`src/rtl/pwm_meter_pkg.sv`:
```
// Shared types and constants for the PWM duty meter.
package pwm_meter_pkg;

  typedef enum logic [1:0] {
    WAIT_RISE = 2'd0,
    HIGH      = 2'd1,
    LOW       = 2'd2
  } meter_state_t;

  // Number of edge-less ticks that forces a timeout publish.
  function automatic int unsigned timeout_ticks(input int unsigned res_bits);
    return (32'd1 << (res_bits + 32'd1)) - 32'd1;
  endfunction

endpackage

```
`src/rtl/pwm_meter_bcd.sv`:
```
// Binary to three-digit BCD converter with a load-qualified output register.
// Only instantiated when PWM_METER_BCD_EN is defined.
module pwm_meter_bcd
  import pwm_meter_pkg::*;
#(
  parameter int unsigned RESOLUTION_BITS = 8
) (
  input  logic                       clk_top,
  input  logic                       rst_top,
  input  logic                       load,
  input  logic [RESOLUTION_BITS-1:0] bin,
  output logic [3:0]                 hundreds,
  output logic [3:0]                 tens,
  output logic [3:0]                 units
);

  localparam int unsigned RW = RESOLUTION_BITS;
  localparam int unsigned SW = RW + 12;

  logic [SW-1:0] sr;

  // Shift-and-add-3 conversion, fully unrolled.
  always_comb begin
    sr = {12'd0, bin};
    for (int i = 0; i < int'(RW); i++) begin
      if (sr[RW +: 4] >= 4'd5)      sr[RW +: 4]      = sr[RW +: 4] + 4'd3;
      if (sr[RW + 4 +: 4] >= 4'd5)  sr[RW + 4 +: 4]  = sr[RW + 4 +: 4] + 4'd3;
      if (sr[RW + 8 +: 4] >= 4'd5)  sr[RW + 8 +: 4]  = sr[RW + 8 +: 4] + 4'd3;
      sr = {sr[SW-2:0], 1'b0};
    end
  end

  // Capture the digits alongside the binary result.
  always_ff @(posedge clk_top) begin
    if (rst_top) begin
      hundreds <= 4'd0;
      tens     <= 4'd0;
      units    <= 4'd0;
    end else if (load) begin
      hundreds <= sr[RW + 8 +: 4];
      tens     <= sr[RW + 4 +: 4];
      units    <= sr[RW +: 4];
    end
  end

endmodule

```
`src/rtl/pwm_duty_meter.sv`:
```
// PWM duty/period meter: synchronizes pwm_in, samples it on prescaler ticks
// and measures high time and period in ticks, with an edge-less timeout.
// Define PWM_METER_BCD_EN to add BCD digit outputs of duty_out.
module pwm_duty_meter
  import pwm_meter_pkg::*;
#(
  parameter int unsigned FRECUENCY_BITS  = 3,
  parameter int unsigned RESOLUTION_BITS = 8
) (
  input  logic                       clk_top,
  input  logic                       rst_top,
  input  logic                       pwm_in,
  output logic [RESOLUTION_BITS-1:0] duty_out,
  output logic [RESOLUTION_BITS:0]   period_out,
  output logic                       rdy_top,
  output logic                       stuck
`ifdef PWM_METER_BCD_EN
  ,
  output logic [3:0]                 fdig_top,
  output logic [3:0]                 sdig_top,
  output logic [3:0]                 tdig_top
`endif
);

  localparam int unsigned RW    = RESOLUTION_BITS;
  localparam int unsigned PW    = RESOLUTION_BITS + 1;
  localparam int unsigned DIV_W = (FRECUENCY_BITS > 0) ? FRECUENCY_BITS : 1;

  localparam logic [DIV_W-1:0] DIV_LAST  = DIV_W'((64'd1 << FRECUENCY_BITS) - 64'd1);
  localparam logic [PW-1:0]    IDLE_SAT  = PW'(timeout_ticks(RW));
  localparam logic [PW-1:0]    IDLE_LAST = PW'(timeout_ticks(RW) - 32'd1);
  localparam logic [RW-1:0]    HIGH_MAX  = {RW{1'b1}};
  localparam logic [PW-1:0]    PER_MAX   = {PW{1'b1}};

  logic [DIV_W-1:0] div_cnt;
  logic             tick;
  logic             sync_a;
  logic             sync_b;
  logic             sample;
  logic             rise;
  logic             fall;
  logic             timeout;
  logic             publish;
  logic [RW-1:0]    pub_duty;
  meter_state_t     state;
  logic [RW-1:0]    high_cnt;
  logic [PW-1:0]    per_cnt;
  logic [PW-1:0]    idle_cnt;

  assign tick     = (div_cnt == DIV_LAST);
  assign rise     = tick & sync_b & ~sample;
  assign fall     = tick & ~sync_b & sample;
  // Any edge clears the idle count, so a rising edge always beats the timeout.
  assign timeout  = tick & ~rise & ~fall & (idle_cnt == IDLE_LAST);
  assign publish  = timeout | (rise & (state == LOW));
  assign pub_duty = timeout ? (sync_b ? HIGH_MAX : '0) : high_cnt;

  // Prescaler, 2-FF synchronizer and per-tick sample of pwm_in.
  always_ff @(posedge clk_top) begin
    if (rst_top) begin
      div_cnt <= '0;
      sync_a  <= 1'b0;
      sync_b  <= 1'b0;
      sample  <= 1'b0;
    end else begin
      div_cnt <= tick ? '0 : div_cnt + DIV_W'(1);
      sync_a  <= pwm_in;
      sync_b  <= sync_a;
      if (tick) sample <= sync_b;
    end
  end

  // Measurement FSM, counters and registered result.
  always_ff @(posedge clk_top) begin
    if (rst_top) begin
      state      <= WAIT_RISE;
      high_cnt   <= '0;
      per_cnt    <= '0;
      idle_cnt   <= '0;
      duty_out   <= '0;
      period_out <= '0;
      rdy_top    <= 1'b0;
      stuck      <= 1'b0;
    end else begin
      rdy_top <= publish;
      if (publish) begin
        duty_out   <= pub_duty;
        period_out <= timeout ? '0 : per_cnt;
        stuck      <= timeout;
      end
      if (tick) begin
        if (rise | fall)            idle_cnt <= '0;
        else if (idle_cnt != IDLE_SAT) idle_cnt <= idle_cnt + PW'(1);

        if (timeout) begin
          state <= WAIT_RISE;
        end else begin
          case (state)
            WAIT_RISE: begin
              if (rise) begin
                state    <= HIGH;
                high_cnt <= RW'(1);
                per_cnt  <= PW'(1);
              end
            end
            HIGH: begin
              per_cnt <= (per_cnt == PER_MAX) ? per_cnt : per_cnt + PW'(1);
              if (fall) state <= LOW;
              else high_cnt <= (high_cnt == HIGH_MAX) ? high_cnt : high_cnt + RW'(1);
            end
            LOW: begin
              if (rise) begin
                state    <= HIGH;
                high_cnt <= RW'(1);
                per_cnt  <= PW'(1);
              end else begin
                per_cnt <= (per_cnt == PER_MAX) ? per_cnt : per_cnt + PW'(1);
              end
            end
            default: state <= WAIT_RISE;
          endcase
        end
      end
    end
  end

`ifdef PWM_METER_BCD_EN
  pwm_meter_bcd #(
    .RESOLUTION_BITS(RW)
  ) u_bcd (
    .clk_top  (clk_top),
    .rst_top  (rst_top),
    .load     (publish),
    .bin      (pub_duty),
    .hundreds (fdig_top),
    .tens     (sdig_top),
    .units    (tdig_top)
  );
`endif

endmodule

```
`config.mk`:
```
export PLATFORM = sky130hd
export DESIGN_NAME = pwm_duty_meter
export DESIGN_NICKNAME = d
export VERILOG_FILES = /design/src/rtl/pwm_meter_pkg.sv /design/src/rtl/pwm_meter_bcd.sv /design/src/rtl/pwm_duty_meter.sv
export SDC_FILE = /design/constraint.sdc
export NUM_CORES = 1
export LEC_CHECK = 0
export CORE_UTILIZATION = 40
export DETAILED_ROUTE_END_ITERATION = 7
export PLACE_DENSITY = 0.61
export SLEW_MARGIN = 25
export SYNTH_ARGS = -nofsm -noshare
export SYNTH_HDL_FRONTEND = slang
export SYNTH_HIERARCHICAL = 1
export SYNTH_SLANG_ARGS = --single-unit
export TNS_END_PERCENT = 30
```
`constraint.sdc`:
```
create_clock -name clk_top -period 4.4 [get_ports clk_top]
set_clock_uncertainty 0.1 [all_clocks]
set_input_delay 0.88 -clock clk_top [delete_from_list [all_inputs] [get_ports clk_top]]
set_output_delay 0.88 -clock clk_top [all_outputs]
set_load 0.02 [all_outputs]
```
==> impl_results.md, run 1 <==
- Worst rel slew slack: 34.3%
- Cell accounting for the most synthesized area: dfxtp_1
- Post-Synthesis Cells: roughly 320
- WL/cell: 13.8 µm
- Fillers: about 640
- Status: complete, no violations
- Endpoint class of the critical path: flop
- Setup TNS Final: 0 ps
- Final Max Tran Viols: 0
- Cts bufs inserted: 5
- EDFF count, synth: 0
- Worst slew pin tran: 980 ps
- Max-Cap Viols: 0
- Worst-path fanout max: 22
- Share of cells above drive strength 1: between 4 and 5%
- Full die area: 6730 µm²
- Cts hold-fix bufs: 0
- PD cells: approximately 270 nW/µm²
- Area contributors post-synth: dfxtp_1 41%, nand2_1 7.3%, a21oi_1 7.0%, ha_1 5.9%, nand3_1 4.3%
- Post-synth top flop: dfxtp_1
- Register-to-Register Setup Slack: 1810 ps
- Yosys reg bits: 53
- Clk root buf: clkbuf_8
- Final antenna-violating net count: 0
- Initial antenna violation count: 0
- Clock sink count: 53
- End of the critical path: period_out[0]
- Initial Util: between 40% and 50%
- Largest net degree at the start of global routing: 24
- Async SR Flop Fraction: 0%
- Via/cell ratio: roughly 5.6
- HPWL after DPL: between 3 and 4 mm
- Leak: 0.981 nW
- FF-to-FF End: period_out[0]
- Synth Area per Inst: approximately 7.9 µm²
- N_diodes: 0
- CTS resizes: 0
- Htree depth: 2
- Worst Setup SP: div_cnt[0]
- Nets: roughly 350
- R2r startpoint: div_cnt[0]
- Drt pass-1 iters: 4
- First-pass GRT wire length: between 9 and 10 mm
- Min Hold Slack: 346 ps
- Area growth syn-to-layout: 13.1%
- Core Region: ~6000 µm²
- Setup Slack @ Placement: ~1800 ps
- Worst Reg-to-Reg Cells: 6
- Row count: 28
- I/O pins: 22
- DRT iter0 DRCs: 93
- Clk buf depth: 2
- RSZ-0062 raised after global routing: no
- Routed vias: 2315
- GR Overflow Total: 0
- Cell Area, Placed: 2810 µm²
- Synth Cell Area: roughly 2600 µm²
- DRC violations left: 0
- GRT Overall Usage: between 10% and 20%
- Critical Path AT: around 2700 ps
- Yosys warns: 6
- Fin area: roughly 2900 µm²
- Post-synthesis sequential area ratio: 41.4%
- Die X: between 80 and 90 µm
- CTS tree: done
- Cell variety after synth: 37
- # port buffers: 21
- Final Cycle Share: approximately three fifths
- Maximum VDD drop: between 0.1 and 0.15 mV
- Setup Crit Path Kind: flop to flop
- Final number of hold-violating endpoints: 0
- Path type of the worst min-delay path: flop to flop
- Min cycle time layout: approximately 2600 ps
- Startpoint type of the worst setup path: flop
- Post-Syn Nets: 338
- Vias in the first global route: ~2000
- Worst Path Required: roughly 4500 ps
- Final WL: 5.66 mm
- Fmax: roughly 390 MHz
- Synth top area share: between 40% and 50%
- Postcts setup bufs: 0
- Placer Congestion: 0.761
- Die Height: 82.1 µm
- Clk slew on worst S/H paths: around 100 ps
- Final-report setup violation count: 0
- Final WS setup: ~1800 ps
- Skew-Pair Late Insertion Delay: between 300 and 400 ps
critical path: stages, from the launching register on:
cell and delay (ps):
dfxtp_1 350, ha_1 150, ha_1 400, nand3_1 140, or4_1 770, nand2b_1 470
a21oi_1 90
where the power goes:
| group | switching (W) | internal [W] |
|---|---|---|
| Clock | 0.000167 | 0.000113 |
| Sequential | 0.00000228 | 0.000483 |
| Combinational | 0.0000119 | 0.00000684 |
logic make-up (layout without fill, tap and decap cells):
logic type,Yosys count,in the layout,synth area share (%)
simple gates,146,146,27.8
compound gates,78,78,17.7
flops,53,53,41.4
buf+inv,25,37,3.76
fa+ha+maj,12,12,5.86
xor+xnor,6,6,2.34
mux,3,3,1.17
cells in the final DEF, fill, tap and decap left out, types with 2 or more instances in the layout:
master | synthesis | layout
a211oi_1 | 3 | 3
a21oi_1 | 36 | 36
a31oi_1 | 13 | 13
a41oi_1 | 3 | 3
and2_1 | 2 | 2
and3_1 | 6 | 6
buf_4 | 0 | 2
clkbuf_8 | 0 | 5
clkdlybuf4s50_1 | 0 | 21
dfxtp_1 | 53 | 53
ha_1 | 12 | 12
inv_1 | 6 | 6
mux2i_1 | 3 | 3
nand2_1 | 50 | 50
nand2b_1 | 5 | 5
nand3_1 | 22 | 22
nand4_1 | 12 | 12
nor2_1 | 19 | 19
nor2b_1 | 3 | 3
nor3_1 | 13 | 13
nor3b_1 | 5 | 5
nor4_1 | 2 | 2
o21ai_0 | 15 | 15
o31ai_1 | 2 | 2
or4_1 | 2 | 2
xor2_1 | 5 | 5
how the worst min path moves through the flow:
stage                    start         end  slack (ps)  cells past startpoint
floorplan           div_cnt[0]  div_cnt[0]         300                      1
global placement    div_cnt[0]  div_cnt[0]         320                      1
detailed placement      sync_a      sync_b         330                      1
CTS                 div_cnt[0]  div_cnt[0]         340                      1
global route            sync_a      sync_b         360                      1
finish              div_cnt[0]  div_cnt[0]         350                      1
routing by layer:
metal	wire, µm	vias up	GRT usage, %
met5	0	-	0
met4	51	0	5.96
met3	188	5	3.00
met2	2530	45	29.3
met1	2900	1085	25.0
li1	-	1180	-
final cells by class:
cell class | count | area, µm² | area share [%]
sequential | 53 | 1060 | 36.6
multi-input combinational | 245 | 1410 | 48.5
tap | 75 | 93.8 | 3.24
inverter | 6 | 22.5 | 0.777
timing repair buffer | 23 | 225 | 7.77
clock inverter | 3 | 21.3 | 0.734
clock buffer | 5 | 68.8 | 2.37
registers in the layout, summed over array words and instances, names as in the netlist:
| register | flops |
|---|---|
| high_cnt | 8 |
| idle_cnt | 9 |
| period_out | 9 |
| rdy_top | 1 |
| sync_b | 1 |
| sample | 1 |
| sync_a | 1 |
| per_cnt | 9 |
| state | 2 |
| div_cnt | 3 |
| stuck | 1 |
| duty_out | 8 |
through the flow:
stage	utilization (%)	power (W)	cells
after floorplan	-	0.000509	323
after global placement	46.3	0.000515	402
after detailed placement	46.3	0.000515	402
after CTS	47.8	0.000797	410
after global routing	47.8	0.000819	410
final	47.8	0.000784	410
Yosys cell counts (all sizes together) (5+ instances only):
| cell type | count |
|---|---|
| a31oi | 13 |
| and3 | 6 |
| nand4 | 12 |
| nand3 | 22 |
| nor3 | 14 |
| dfxtp | 53 |
| nor3b | 5 |
| clkbuf | 17 |
| nand2b | 5 |
| inv | 6 |
| xor2 | 6 |
| ha | 12 |
| a21oi | 36 |
| o21ai | 15 |
| nand2 | 50 |
| nor2 | 19 |
Power figures use the tool's default switching activity.
==> inputs of run 2 (changes only) <==
Clock period 4.4 ns to 2.5 ns, I/O delays scaled along.
==> impl_results.md, run 2 (same netlist as run 1, synthesis figures left out) <==
- N_diodes: 0 (unchanged)
- Commonest non-fill, non-tap cell in the layout: dfxtp_1
- Register-to-Register Setup Slack: 220 ps (-1590 ps)
- DRC violations left: 0 (unchanged)
- End of the critical path: high_cnt[5]
- Clock sink count: 53 (unchanged)
- Via/cell ratio: 5.57 (-1.3%)
- Cts bufs inserted: 5 (unchanged)
- Critical Path AT: 2370 ps (-310 ps)
- PD cells: 455 nW/µm² (+68%)
- Final-report setup violation count: 0 (unchanged)
- GR Util met2: 30.5% (+1.2 points)
- Area growth syn-to-layout: 16.3%
- Worst Reg-to-Reg Cells: 8 (+2)
- Fillers: 606 (-4.6%)
- Maximum VDD drop: 0.304 mV (+130%)
- Leak: 1.04 nW (+6.1%)
- First-pass GRT wire length: 10.0 mm (+5.3%)
- GRT Overall Usage: 19.2% (+0.80 points)
- Most used cells in the layout excluding fill and tap cells: 53 x dfxtp_1, 50 x nand2_1, 36 x a21oi_1
- Nets: 361 (+3.4%)
- Most used routing layer: met2
- Min cycle time layout: 2280 ps (-311 ps)
- Register area: 1060 µm² (unchanged)
- Clk slew on worst S/H paths: 90 ps (about the same)
- Die Height: 82.1 µm (unchanged)
- Setup Crit Path Kind: flop to flop
- GR Overflow Total: 0 (unchanged)
- Multi-input gate area: 1410 µm² (unchanged)
- Final Cycle Share: 91.1% (+32 points)
- Max-Cap Viols: 0 (unchanged)
- FF-to-FF End: high_cnt[5]
- Die X: 82.1 µm (unchanged)
- Skew-Pair Late Insertion Delay: 300 ps (about the same)
- Routed vias: 2351 (+1.6%)
- Clk root buf: clkbuf_8
- Biggest regs: idle_cnt: 9 flops, per_cnt: 9 flops, period_out: 9 flops
- Final antenna-violating net count: 0 (unchanged)
- Initial antenna violation count: 0 (unchanged)
- WL/cell: 13.7 µm (-0.85%)
- DRT iter0 DRCs: 200 (+120%)
- Initial Util: 42.3% (unchanged)
- CTS tree: done
- Fmax: 439 MHz (+14%)
- Met1 GRT Util: 26.2% (+1.2 points)
- Setup TNS Final: 0 ps (unchanged)
- R2r startpoint: state[1]
- I/O pins: 22 (unchanged)
- Clk buf depth: 2 (unchanged)
- Final WL: 5.78 mm (+2.0%)
- Grt met3 use: 3.78% (+0.78 points)
- # port buffers: 21 (unchanged)
- Placer Congestion: 0.807 (+6.0%)
- Worst Setup SP: state[1]
- Full die area: 6730 µm² (unchanged)
- Post-layout util: 49.2% (+1.4 points)
- Largest net degree at the start of global routing: 22 (-8.3%)
- Final Max Tran Viols: 0 (unchanged)
- Vias in the first global route: 2175 (+6.5%)
- Row count: 28 (unchanged)
- Core Region: 6060 µm² (unchanged)
- Htree depth: 2 (unchanged)
- HPWL after DPL: 4.19 mm (+6.2%)
- Share of cells above drive strength 1: 7.20% (+3.0 points)
- Worst rel slew slack: 68.6% (+34 points)
- Cts hold-fix bufs: 0 (unchanged)
- Worst Path Required: 2590 ps (-1900 ps)
- Status: complete, no violations
- Worst-path fanout max: 11 (-50%)
- RSZ-0062 raised after global routing: no
- Final number of hold-violating endpoints: 0 (unchanged)
- Startpoint type of the worst setup path: flop
- Endpoint class of the critical path: flop
- Worst slew pin tran: 471 ps (-509 ps)
- Path type of the worst min-delay path: flop to flop
- Drt pass-1 iters: 4 (unchanged)
run 2: changes by cell type in the layout (fill, tap and decap cells not counted), sizes merged:
cell,previous run,this run
buf,2,14
clkbuf,5,6
clkinv,1,2
clkinvlp,1,0
inv,7,6
run 2: layout make-up:
cell class / count / area share (%)
sequential: 53 / 35.6
inverter: 6 / 0.755
clock buffer: 6 / 2.43
multi-input combinational: 245 / 47.2
timing repair buffer: 35 / 10.6
clock inverter: 2 / 0.336
tap: 75 / 3.15
run 2: stage by stage:
stage	instance area [µm²]	total power (W)	worst slack, ps	std cells	hold slack [ps]
floorplan	2560	0.000896	309	323	304
global placement	2890	0.000909	225	413	312
detailed placement	2890	0.000910	155	413	327
CTS	2970	0.00138	137	421	342
global route	2980	0.00141	38.0	422	366
finish	2980	0.00136	222	422	333
run 2: where the power goes:
part / total (W) / internal, W / leakage (nW) / switching [W]
Sequential: 0.000853 / 0.000849 / 0.428 / 0.00000383
Combinational: 0.0000362 / 0.0000143 / 0.568 / 0.0000219
Clock: 0.000468 / 0.000195 / 0.0450 / 0.000273
Total: 0.00136 / 0.00106 / 1.04 / 0.000299
run 2: timing repair:
item,CTS,global route
setup buffers,0,1
endpoints found under the setup margin,0,3
gates resized for setup,0,0
run 2: per-layer routing:
layer / up-vias / wire length [µm]
met4: 0 / 57
met3: 7 / 338
li1: 1198 / -
met1: 1085 / 2800
met5: - / 0
met2: 61 / 2580
run 2: how the worst min path moves through the flow:
| stage | start | endpoint | slack [ps] | cells after the start |
|---|---|---|---|---|
| 2_1_floorplan | div_cnt[0] | div_cnt[0] | 300 | 1 |
| 3_3_place_gp | div_cnt[0] | div_cnt[0] | 310 | 1 |
| 3_5_place_dp | div_cnt[0] | div_cnt[0] | 330 | 1 |
| 4_1_cts | div_cnt[0] | div_cnt[0] | 340 | 1 |
| 5_1_grt | div_cnt[0] | div_cnt[0] | 370 | 1 |
| 6_report | div_cnt[0] | div_cnt[0] | 330 | 1 |
run 2: worst max-delay path, cell delays in order, from the launching register on:
cell      delay [ps]
dfxtp_1          380
inv_1            100
ha_1             220
or2_2            390
a211oi_1         320
o211ai_1         130
buf_4            190
o31ai_1          240
a21oi_1          100
==> inputs of run 3 (changes only) <==
Settings changed: CORE_ASPECT_RATIO from default to 1.1.
==> impl_results.md, run 3 (same netlist as run 1, synthesis figures left out) <==
- Worst slew pin tran: 617 ps (+146 ps)
- Worst rel slew slack: 58.8% (-9.8 points)
- # port buffers: 21 (unchanged)
- Fmax: 438 MHz (-0.24%)
- Maximum VDD drop: 0.235 mV (-23%)
- Full die area: 6730 µm² (about the same)
- Commonest non-fill, non-tap cell in the layout: dfxtp_1
- First-pass GRT wire length: 9.50 mm (-5.4%)
- Clk slew on worst S/H paths: 100 ps (about the same)
- Clock sink count: 53 (unchanged)
- Cts bufs inserted: 5 (unchanged)
- Leak: 1.05 nW (+1.3%)
- Die Height: 86.0 µm (+4.8%)
- WP buf/inv: 2 (unchanged)
- Die X: 78.3 µm (-4.5%)
- Final WL: 5.68 mm (-1.7%)
- Setup Slack @ Placement: 181 ps (+25.5 ps)
- Setup TNS Final: 0 ps (unchanged)
- Clk buf depth: 2 (unchanged)
- Cell Area, Placed: 2910 µm² (+0.48%)
- Cts hold-fix bufs: 0 (unchanged)
- I/O pins: 22 (unchanged)
- Worst Path Required: 2590 ps (about the same)
- Final Cycle Share: 91.3% (+0.22 points)
- Fin area: 3030 µm² (+1.6%)
- Biggest regs: idle_cnt: 9 flops, per_cnt: 9 flops, period_out: 9 flops
- DRC violations left: 0 (unchanged)
- Final number of hold-violating endpoints: 0 (unchanged)
- Startpoint type of the worst setup path: flop
- Via/cell ratio: 5.54 (-0.48%)
- Nets: 362 (+0.28%)
- Skew-Pair Late Insertion Delay: 310 ps (about the same)
- Drt pass-1 iters: 4 (unchanged)
- Clk root buf: clkbuf_8
- Htree depth: 2 (unchanged)
- WL/cell: 13.3 µm (-3.1%)
- Final WS setup: 217 ps (-5.41 ps)
- Core Region: 6190 µm² (+2.2%)
- Final-report setup violation count: 0 (unchanged)
- Final Max Tran Viols: 0 (unchanged)
- CTS resizes: 0 (unchanged)
- Placer Congestion: 0.822 (+1.9%)
- Min cycle time layout: 2280 ps (+5.41 ps)
- Initial antenna violation count: 0 (unchanged)
- Cell breakdown of the critical path: inv_1, ha_1, or2_2, a211oi_1, o211ai_1, buf_4, o21ai_0, a21oi_1
- DRT iter0 DRCs: 167 (-17%)
- Critical Path AT: 2370 ps (about the same)
- CP max-delay cell: dfxtp_1
- Setup Crit Path Kind: flop to flop
- Final antenna-violating net count: 0 (unchanged)
- RSZ-0062 raised after global routing: no
- CP peak stage delay: 400 ps (about the same)
- Path type of the worst min-delay path: flop to flop
- Final cell count without fillers: 428 (+1.4%)
- GRT Overall Usage: 17.7% (-1.5 points)
- Largest net degree at the start of global routing: 20 (-9.1%)
- Most used cells in the layout excluding fill and tap cells: 53 x dfxtp_1, 50 x nand2_1, 36 x a21oi_1
- GR Overflow Total: 0 (unchanged)
- HPWL after DPL: 4.10 mm (-2.1%)
- Vias in the first global route: 2110 (-3.0%)
- PD cells: 488 nW/µm² (+7.1%)
- Initial Util: 41.4% (-0.91 points)
- Share of cells above drive strength 1: 7.76% (+0.55 points)
- Max-Cap Viols: 0 (unchanged)
- Cells after DPL: 419 (+1.5%)
- Routed vias: 2373 (+0.94%)
- Postcts setup bufs: 0 (unchanged)
- N_diodes: 0 (unchanged)
- Worst-path fanout max: 11 (unchanged)
- Area growth syn-to-layout: 18.1%
- Crit path max-delay family: compound AO/OA/AOI/OAI gates
- CTS tree: done
- Status: complete, no violations
- Endpoint class of the critical path: flop
- Row count: 30 (+7.1%)
run 3: path summary, 6_finish.rpt:
path / startpoint / end / slack [ps] / cells past startpoint
max: state[1] / high_cnt[7] / 220 / 8
min: sync_a / sync_b / 340 / 1
max reg2reg: state[1] / high_cnt[7] / 220 / 8
min reg2reg: sync_a / sync_b / 340 / 1
run 3: power breakdown:
group          internal, W  switching (W)  total [W]
clock             0.000300       0.000287   0.000587
sequential        0.000849     0.00000371   0.000853
combinational    0.0000144      0.0000221  0.0000365
run 3: cell type report:
cell class / instances / area [µm²]
inverter: 6 / 22.5
clock buffer: 5 / 68.8
multi-input combinational: 245 / 1410
fill: 627 / 3170
sequential: 53 / 1060
tap: 80 / 100
timing repair buffer: 36 / 323
clock inverter: 3 / 46.3
run 3: layer usage:
| metal | vias up | GRT usage, % | wire, µm |
|---|---|---|---|
| li1 | 1205 | - | - |
| met1 | 1111 | 21.6 | 2720 |
| met2 | 51 | 30.7 | 2690 |
| met3 | 6 | 3.62 | 201 |
| met4 | 0 | 6.06 | 68 |
| met5 | - | 0 | 0 |
run 3: worst reg2reg max path: stages (launching register included):
cell and delay (ps):
dfxtp_1 400, inv_1 100, ha_1 220, or2_2 400
a211oi_1 320, o211ai_1 190, buf_4 200, o21ai_0 160
a21oi_1 80
run 3: through the flow:
step                      power (W)  utilization [%]  hold WS (ps)
after CTS                   0.00150             48.8           337
after global routing        0.00153             48.9           357
after detailed placement   0.000910             46.9           324
final                       0.00148             48.9           340
after global placement     0.000909             46.9           313
after floorplan            0.000896                -           304
